`config.mk`:
```
export PLATFORM = sky130hd
export DESIGN_NAME = fb_read_scheduler
export DESIGN_NICKNAME = d
export VERILOG_FILES = /design/src/rtl/fb_sched_pkg.sv /design/src/rtl/fb_read_scheduler_arb.sv /design/src/rtl/fb_read_scheduler.sv
export SDC_FILE = /design/constraint.sdc
export NUM_CORES = 1
export LEC_CHECK = 0
export ABC_AREA = 1
export CAP_MARGIN = 20
export CORE_MARGIN = 2
export CORE_UTILIZATION = 30
export DETAILED_ROUTE_END_ITERATION = 12
export MAX_ROUTING_LAYER = met4
export PLACE_DENSITY_LB_ADDON = 0.2
export SYNTH_ARGS = -nofsm -noshare
export SYNTH_HDL_FRONTEND = slang
export SYNTH_SLANG_ARGS = --single-unit
```
`constraint.sdc`:
```
create_clock -name clk -period 5.9 [get_ports clk]
set_input_delay 1.18 -clock clk [delete_from_list [all_inputs] [get_ports clk]]
set_output_delay 1.18 -clock clk [all_outputs]
set_load 0.1 [all_outputs]
```
`src/rtl/fb_sched_pkg.sv`:
```
// Shared types and default sizes for the framebuffer read scheduler.
// Latency: n/a (types and constants only).
// Backpressure: n/a.
package fb_sched_pkg;

  // Default geometry of the framebuffer SRAM and burst descriptor.
  localparam int FB_ADDR_W = 14;
  localparam int FB_DATA_W = 32;
  localparam int FB_LEN_W  = 8;
  // Requester id field in the response stage; covers up to 8 requesters.
  localparam int FB_ID_W   = 3;

  // Issue FSM states.
  typedef enum logic {
    IDLE  = 1'b0,
    BURST = 1'b1
  } state_t;

  // One-deep response stage that rides alongside the SRAM read latency.
  typedef struct packed {
    logic                 valid;
    logic [FB_ID_W-1:0]   id;
    logic                 last;
    logic                 byp;
    logic [FB_DATA_W-1:0] byp_data;
  } rsp_stage_t;

endpackage

```
`src/rtl/fb_read_scheduler_arb.sv`:
```
// Round-robin picker: lowest-latency one-hot choice starting after the last winner.
// Latency: combinational grant; pointer advances on the clock edge of a taken grant.
// Backpressure: pointer only moves when the caller accepts the grant (adv high).
module rr_arbiter #(
  parameter  int NUM_REQ = 3,
  localparam int IDX_W   = (NUM_REQ > 1) ? $clog2(NUM_REQ) : 1
) (
  input  logic               clk,
  input  logic               rst,
  input  logic [NUM_REQ-1:0] req,
  input  logic               adv,
  output logic [NUM_REQ-1:0] gnt,
  output logic [IDX_W-1:0]   gnt_id,
  output logic               gnt_any
);

  // Index of the most recently granted requester; search starts just after it.
  logic [IDX_W-1:0] last_q;

  // Scan requesters in rotated order and take the first one asserting.
  always_comb begin
    int               k;
    logic [IDX_W-1:0] idx;
    gnt     = '0;
    gnt_id  = '0;
    gnt_any = 1'b0;
    k       = 0;
    idx     = '0;
    for (int i = 0; i < NUM_REQ; i++) begin
      k   = (int'(last_q) + 1 + i) % NUM_REQ;
      idx = IDX_W'(k);
      if (!gnt_any && req[idx]) begin
        gnt[idx] = 1'b1;
        gnt_id   = idx;
        gnt_any  = 1'b1;
      end
    end
  end

  // Reset makes requester 0 the first in line; otherwise follow the winner.
  always_ff @(posedge clk) begin
    if (rst) begin
      last_q <= IDX_W'(NUM_REQ - 1);
    end else if (adv && gnt_any) begin
      last_q <= gnt_id;
    end
  end

endmodule

```
`src/rtl/fb_read_scheduler.sv`:
```
// Round-robin burst scheduler owning the framebuffer SRAM read port.
// Latency: grant at T, reads issued T+1..T+1+len, responses T+2..T+2+len.
// Backpressure: requests wait while a burst issues; responses cannot be stalled.
// Build option FB_READ_SCHED_WR_BYPASS_EN forwards same-cycle snooped writes.
module fb_read_scheduler
  import fb_sched_pkg::*;
#(
  parameter int NUM_REQ = 3,
  parameter int ADDR_W  = FB_ADDR_W,
  parameter int DATA_W  = FB_DATA_W,
  parameter int LEN_W   = FB_LEN_W
) (
  input  logic                      clk,
  input  logic                      rst,
  input  logic [NUM_REQ-1:0]        req_valid,
  input  logic [NUM_REQ*ADDR_W-1:0] req_addr,
  input  logic [NUM_REQ*LEN_W-1:0]  req_len,
  output logic [NUM_REQ-1:0]        req_ready,
  output logic [NUM_REQ-1:0]        rsp_valid,
  output logic [DATA_W-1:0]         rsp_data,
  output logic                      rsp_last,
  output logic                      busy,
  output logic                      sram_rd_en,
  output logic [ADDR_W-1:0]         sram_rd_addr,
  input  logic [DATA_W-1:0]         sram_rd_data,
  input  logic                      wr_en,
  input  logic [ADDR_W-1:0]         wr_addr,
  input  logic [DATA_W-1:0]         wr_data
);

  localparam int ID_W = $clog2(NUM_REQ);

  state_t             st;
  logic [ADDR_W-1:0]  addr_q;
  logic [LEN_W-1:0]   cnt_q;
  logic [ID_W-1:0]    id_q;
  logic               rd_last;
  rsp_stage_t         rsp_q;

  logic [NUM_REQ-1:0] gnt;
  logic [ID_W-1:0]    gnt_id;
  logic               gnt_any;
  logic               arb_adv;

  // Only arbitrate while no burst is being issued, so there is no preemption.
  assign arb_adv = (st == IDLE);

  rr_arbiter #(
    .NUM_REQ (NUM_REQ)
  ) u_arb (
    .clk     (clk),
    .rst     (rst),
    .req     (req_valid),
    .adv     (arb_adv),
    .gnt     (gnt),
    .gnt_id  (gnt_id),
    .gnt_any (gnt_any)
  );

  // Issue FSM: IDLE latches the winner's descriptor, BURST emits one read per
  // cycle. The state flips back to IDLE on the edge that issues the final word,
  // so a new grant can land the cycle after the last read (one dead issue slot).
  always_ff @(posedge clk) begin
    if (rst) begin
      st           <= IDLE;
      req_ready    <= '0;
      busy         <= 1'b0;
      sram_rd_en   <= 1'b0;
      sram_rd_addr <= '0;
      addr_q       <= '0;
      cnt_q        <= '0;
      id_q         <= '0;
      rd_last      <= 1'b0;
    end else begin
      req_ready  <= '0;
      busy       <= 1'b0;
      sram_rd_en <= 1'b0;
      rd_last    <= 1'b0;
      case (st)
        IDLE: begin
          if (gnt_any) begin
            req_ready <= gnt;
            addr_q    <= req_addr[gnt_id*ADDR_W +: ADDR_W];
            cnt_q     <= req_len[gnt_id*LEN_W +: LEN_W];
            id_q      <= gnt_id;
            st        <= BURST;
          end
        end
        BURST: begin
          sram_rd_en   <= 1'b1;
          busy         <= 1'b1;
          sram_rd_addr <= addr_q;
          // Natural truncation gives the modulo-2^ADDR_W wrap.
          addr_q       <= addr_q + 1'b1;
          rd_last      <= (cnt_q == '0);
          if (cnt_q == '0) begin
            st <= IDLE;
          end else begin
            cnt_q <= cnt_q - 1'b1;
          end
        end
        default: st <= IDLE;
      endcase
    end
  end

  // Response stage: follows each issued read by one cycle, matching SRAM latency.
  always_ff @(posedge clk) begin
    if (rst) begin
      rsp_q <= '0;
    end else begin
      rsp_q.valid <= sram_rd_en;
      rsp_q.id    <= FB_ID_W'(id_q);
      rsp_q.last  <= sram_rd_en & rd_last;
`ifdef FB_READ_SCHED_WR_BYPASS_EN
      // A write to the word being read this cycle wins over the stale SRAM data.
      rsp_q.byp      <= sram_rd_en && wr_en && (wr_addr == sram_rd_addr);
      rsp_q.byp_data <= FB_DATA_W'(wr_data);
`else
      rsp_q.byp      <= 1'b0;
      rsp_q.byp_data <= '0;
`endif
    end
  end

`ifndef FB_READ_SCHED_WR_BYPASS_EN
  // Snoop port is not consumed in this build.
  logic unused_wr;
  assign unused_wr = ^{wr_en, wr_addr, wr_data};
`endif

  // Steer the shared data bus; zero whenever no word is being returned.
  always_comb begin
    rsp_data  = '0;
    rsp_valid = '0;
    rsp_last  = 1'b0;
    if (rsp_q.valid) begin
      rsp_valid = NUM_REQ'(1) << rsp_q.id;
      rsp_last  = rsp_q.last;
      rsp_data  = rsp_q.byp ? DATA_W'(rsp_q.byp_data) : sram_rd_data;
    end
  end

endmodule

```
==> flow_metrics.env <==
export IMPL_fillers=1147
export IMPL_grt_util_met1=0.206
export IMPL_rsz0062_at_grt="false"
export IMPL_die_x_um=111
export IMPL_drtIter0Drc=137
export IMPL_maxCapViolCount=0
export IMPL_layout_drive_gt1_share=0.0539
export IMPL_cts_sinks=49
export IMPL_ant_nets=0
export IMPL_overflow=0
export IMPL_status="finished clean"
export IMPL_pin_count=205
export IMPL_yosysTopAreaCell="dfxtp_1"
export IMPL_grt_first_pass_wirelength_um=17800
export IMPL_p_leak_nw=2.47
export IMPL_avgSynthCellArea_um2=6.24
export IMPL_grt_use_met3=0.0280
export IMPL_slew_headroom=0.275
export IMPL_cts_hold_buffers=0
export IMPL_netlist_instances=547
export IMPL_fin_skew_ps=6.51
export IMPL_endpoint_kind="output port"
export IMPL_via_count=3847
export IMPL_cp_required_ps=4720
export IMPL_dr_pass1_iters=4
export IMPL_period_needed_ps=4130
export IMPL_yosysTopAreaCellShare=0.287
export IMPL_cts_htree_levels=2
export IMPL_grt_max_degree=47
export IMPL_worst_slew_pin_slew_ps=1080
export IMPL_nNetsFinal=842
export IMPL_tns_ps=0
export IMPL_final_common_cell="clkdlybuf4s50_1"
export IMPL_synth_edf_count=0
export IMPL_grt_usage=0.180
export IMPL_finalMaxSlewViolations=0
export IMPL_final_cell_mix="clkdlybuf4s50_1 (157), nand2_1 (127), inv_1 (100)"
export IMPL_remaining_drc_errors=0
export IMPL_utilization=0.472
export IMPL_coreArea_mm2=0.0110
export IMPL_fin_crit_sh=0.700
export IMPL_critPathMaxFanout=1
export IMPL_cts_made_buffers=5
export IMPL_n_antenna_cell=0
export IMPL_p_per_area_mw_per_mm2=522
export IMPL_worstSetupStartpointType="primary input"
export IMPL_synth_seq_cells=49
export IMPL_cts_tree="done"
export IMPL_antenna_found_initial=0
export IMPL_num_rows=38
export IMPL_wl_um=10800
export IMPL_hold_path_class="reg -> reg"
export IMPL_post_cts_buffers=0
export IMPL_synth_flop_cell="dfxtp_1"
export IMPL_synth_cell_type_count=34
export IMPL_clkTransAtPathRegs_ps=60
export IMPL_start_util=0.311
export IMPL_finalHoldViolations=0
export IMPL_cts_resized=0
export IMPL_met2_usage=0.328
export IMPL_seq_area_frac_synth=0.287
export IMPL_route_detailed_wl_per_inst_um=13.0
export IMPL_ir_drop_mv=0.190
export IMPL_crit_type="in -> out"
export IMPL_portBuffers=157
export IMPL_areaGrowthSynthToFinish_pct=51.8
export IMPL_place_ws_ps=1700
export IMPL_synth_warnings=0
export IMPL_fin_area_mm2=0.00518
export IMPL_synth_area_leaders="dfxtp_1 (29%), nand2_1 (14%), inv_1 (11%)"
export IMPL_avgViaCountPerCell=4.66
export IMPL_die_h_um=111
export IMPL_first_global_vias=3628
export IMPL_setup_violations=0
export IMPL_clk_path_buf_depth=2
export IMPL_dp_hpwl_um=8460
export IMPL_grt_busiest_layer="met2"
export IMPL_setup_ws_ps=1770
export IMPL_postPlaceCellArea_mm2=0.00500
export IMPL_worstSkewPairLatency_ps=290
export IMPL_gp_congestion=0.858
export IMPL_clock_root_buffer="clkbuf_16"
export IMPL_syn_nets=704
export IMPL_dieArea_mm2=0.0122
export IMPL_max_freq_mhz=242
export IMPL_synth_area_mm2=0.00341
export IMPL_synth_async_reset_ratio=0
export IMPL_arrival_ps=2950
[cells in the mapped netlist (3+ instances only)]
library cell and n:
inv_1 100, clkbuf_1 11, o211ai_1 5, buf_6 7
buf_2 4, nor3_1 5, ha_1 7, nand2_1 127
inv_2 6, nand2_4 4, buf_1 4, nand3_1 41
o21ai_0 23, a211oi_1 3, nand4_1 8, a21oi_2 7
dfxtp_1 49, nand2_2 3, nor2_1 38, a21oi_1 62
xor2_1 6, buf_4 3, o21ai_1 9
[where the power goes]
group	switching (mW)	internal, mW
Clock	0.124	0.201
Sequential	0.0963	0.447
Combinational	1.28	0.552
[worst paths after layout]
check / from / end / slack, ps / depth (start not counted)
worst min register to register: id_q[1] / rsp_q[35] / 430 / 2
worst min-delay path: id_q[1] / rsp_q[35] / 430 / 2
worst max register to register: id_q[0] / addr_q[4] / 3020 / 13
worst max-delay path: sram_rd_data[13] / rsp_data[13] / 1770 / 4
[through the flow]
step,total power [mW],cells,hold WS [ps]
finish,2.70,826,426
global route,2.96,826,436
CTS,2.73,825,426
detailed placement,2.40,817,417
global placement,2.38,817,408
floorplan,2.06,547,395
[flip-flops by register name, summed over array words and instances (netlist names)]
signal,count
addr_q,14
cnt_q,8
id_q,2
rd_last,1
req_ready,3
rsp_q,4
sram_rd_addr,14
sram_rd_en,1
st,1
u_arb.last_q,1
[final cells by class]
type	instances	area [um2]	area share
Clock inverter	2	38.8	0.00749
Tap cell	140	175	0.0338
Inverter	106	398	0.0768
Clock buffer	6	129	0.0249
Timing Repair Buffer	160	1600	0.309
Multi-Input combinational cell	363	1860	0.358
Sequential cell	49	981	0.189
[logic make-up after synthesis]
| group | count (synthesis) | synth area share |
|---|---|---|
| buffers and inverters | 135 | 0.169 |
| and+or+nand+nor | 232 | 0.307 |
| AOI/OAI and AO/OA | 117 | 0.193 |
| DFF | 49 | 0.287 |
| xor gates and xnor gates | 7 | 0.0180 |
| adders and majority gates | 7 | 0.0257 |
[layer usage]
layer / vias up / share of wire / wire length, um
li1: 2007 / - / -
met1: 1708 / 0.43 / 4670
met2: 123 / 0.50 / 5390
met3: 9 / 0.050 / 538
met4: 0 / 0.016 / 170
met5: - / 0 / 0
[worst max-delay path: stages]
cell and delay [ps]:
clkdlybuf4s50_1 460, nand2_1 50, inv_1 50, clkdlybuf4s50_1 1190
(Power assumes the default switching activity.)
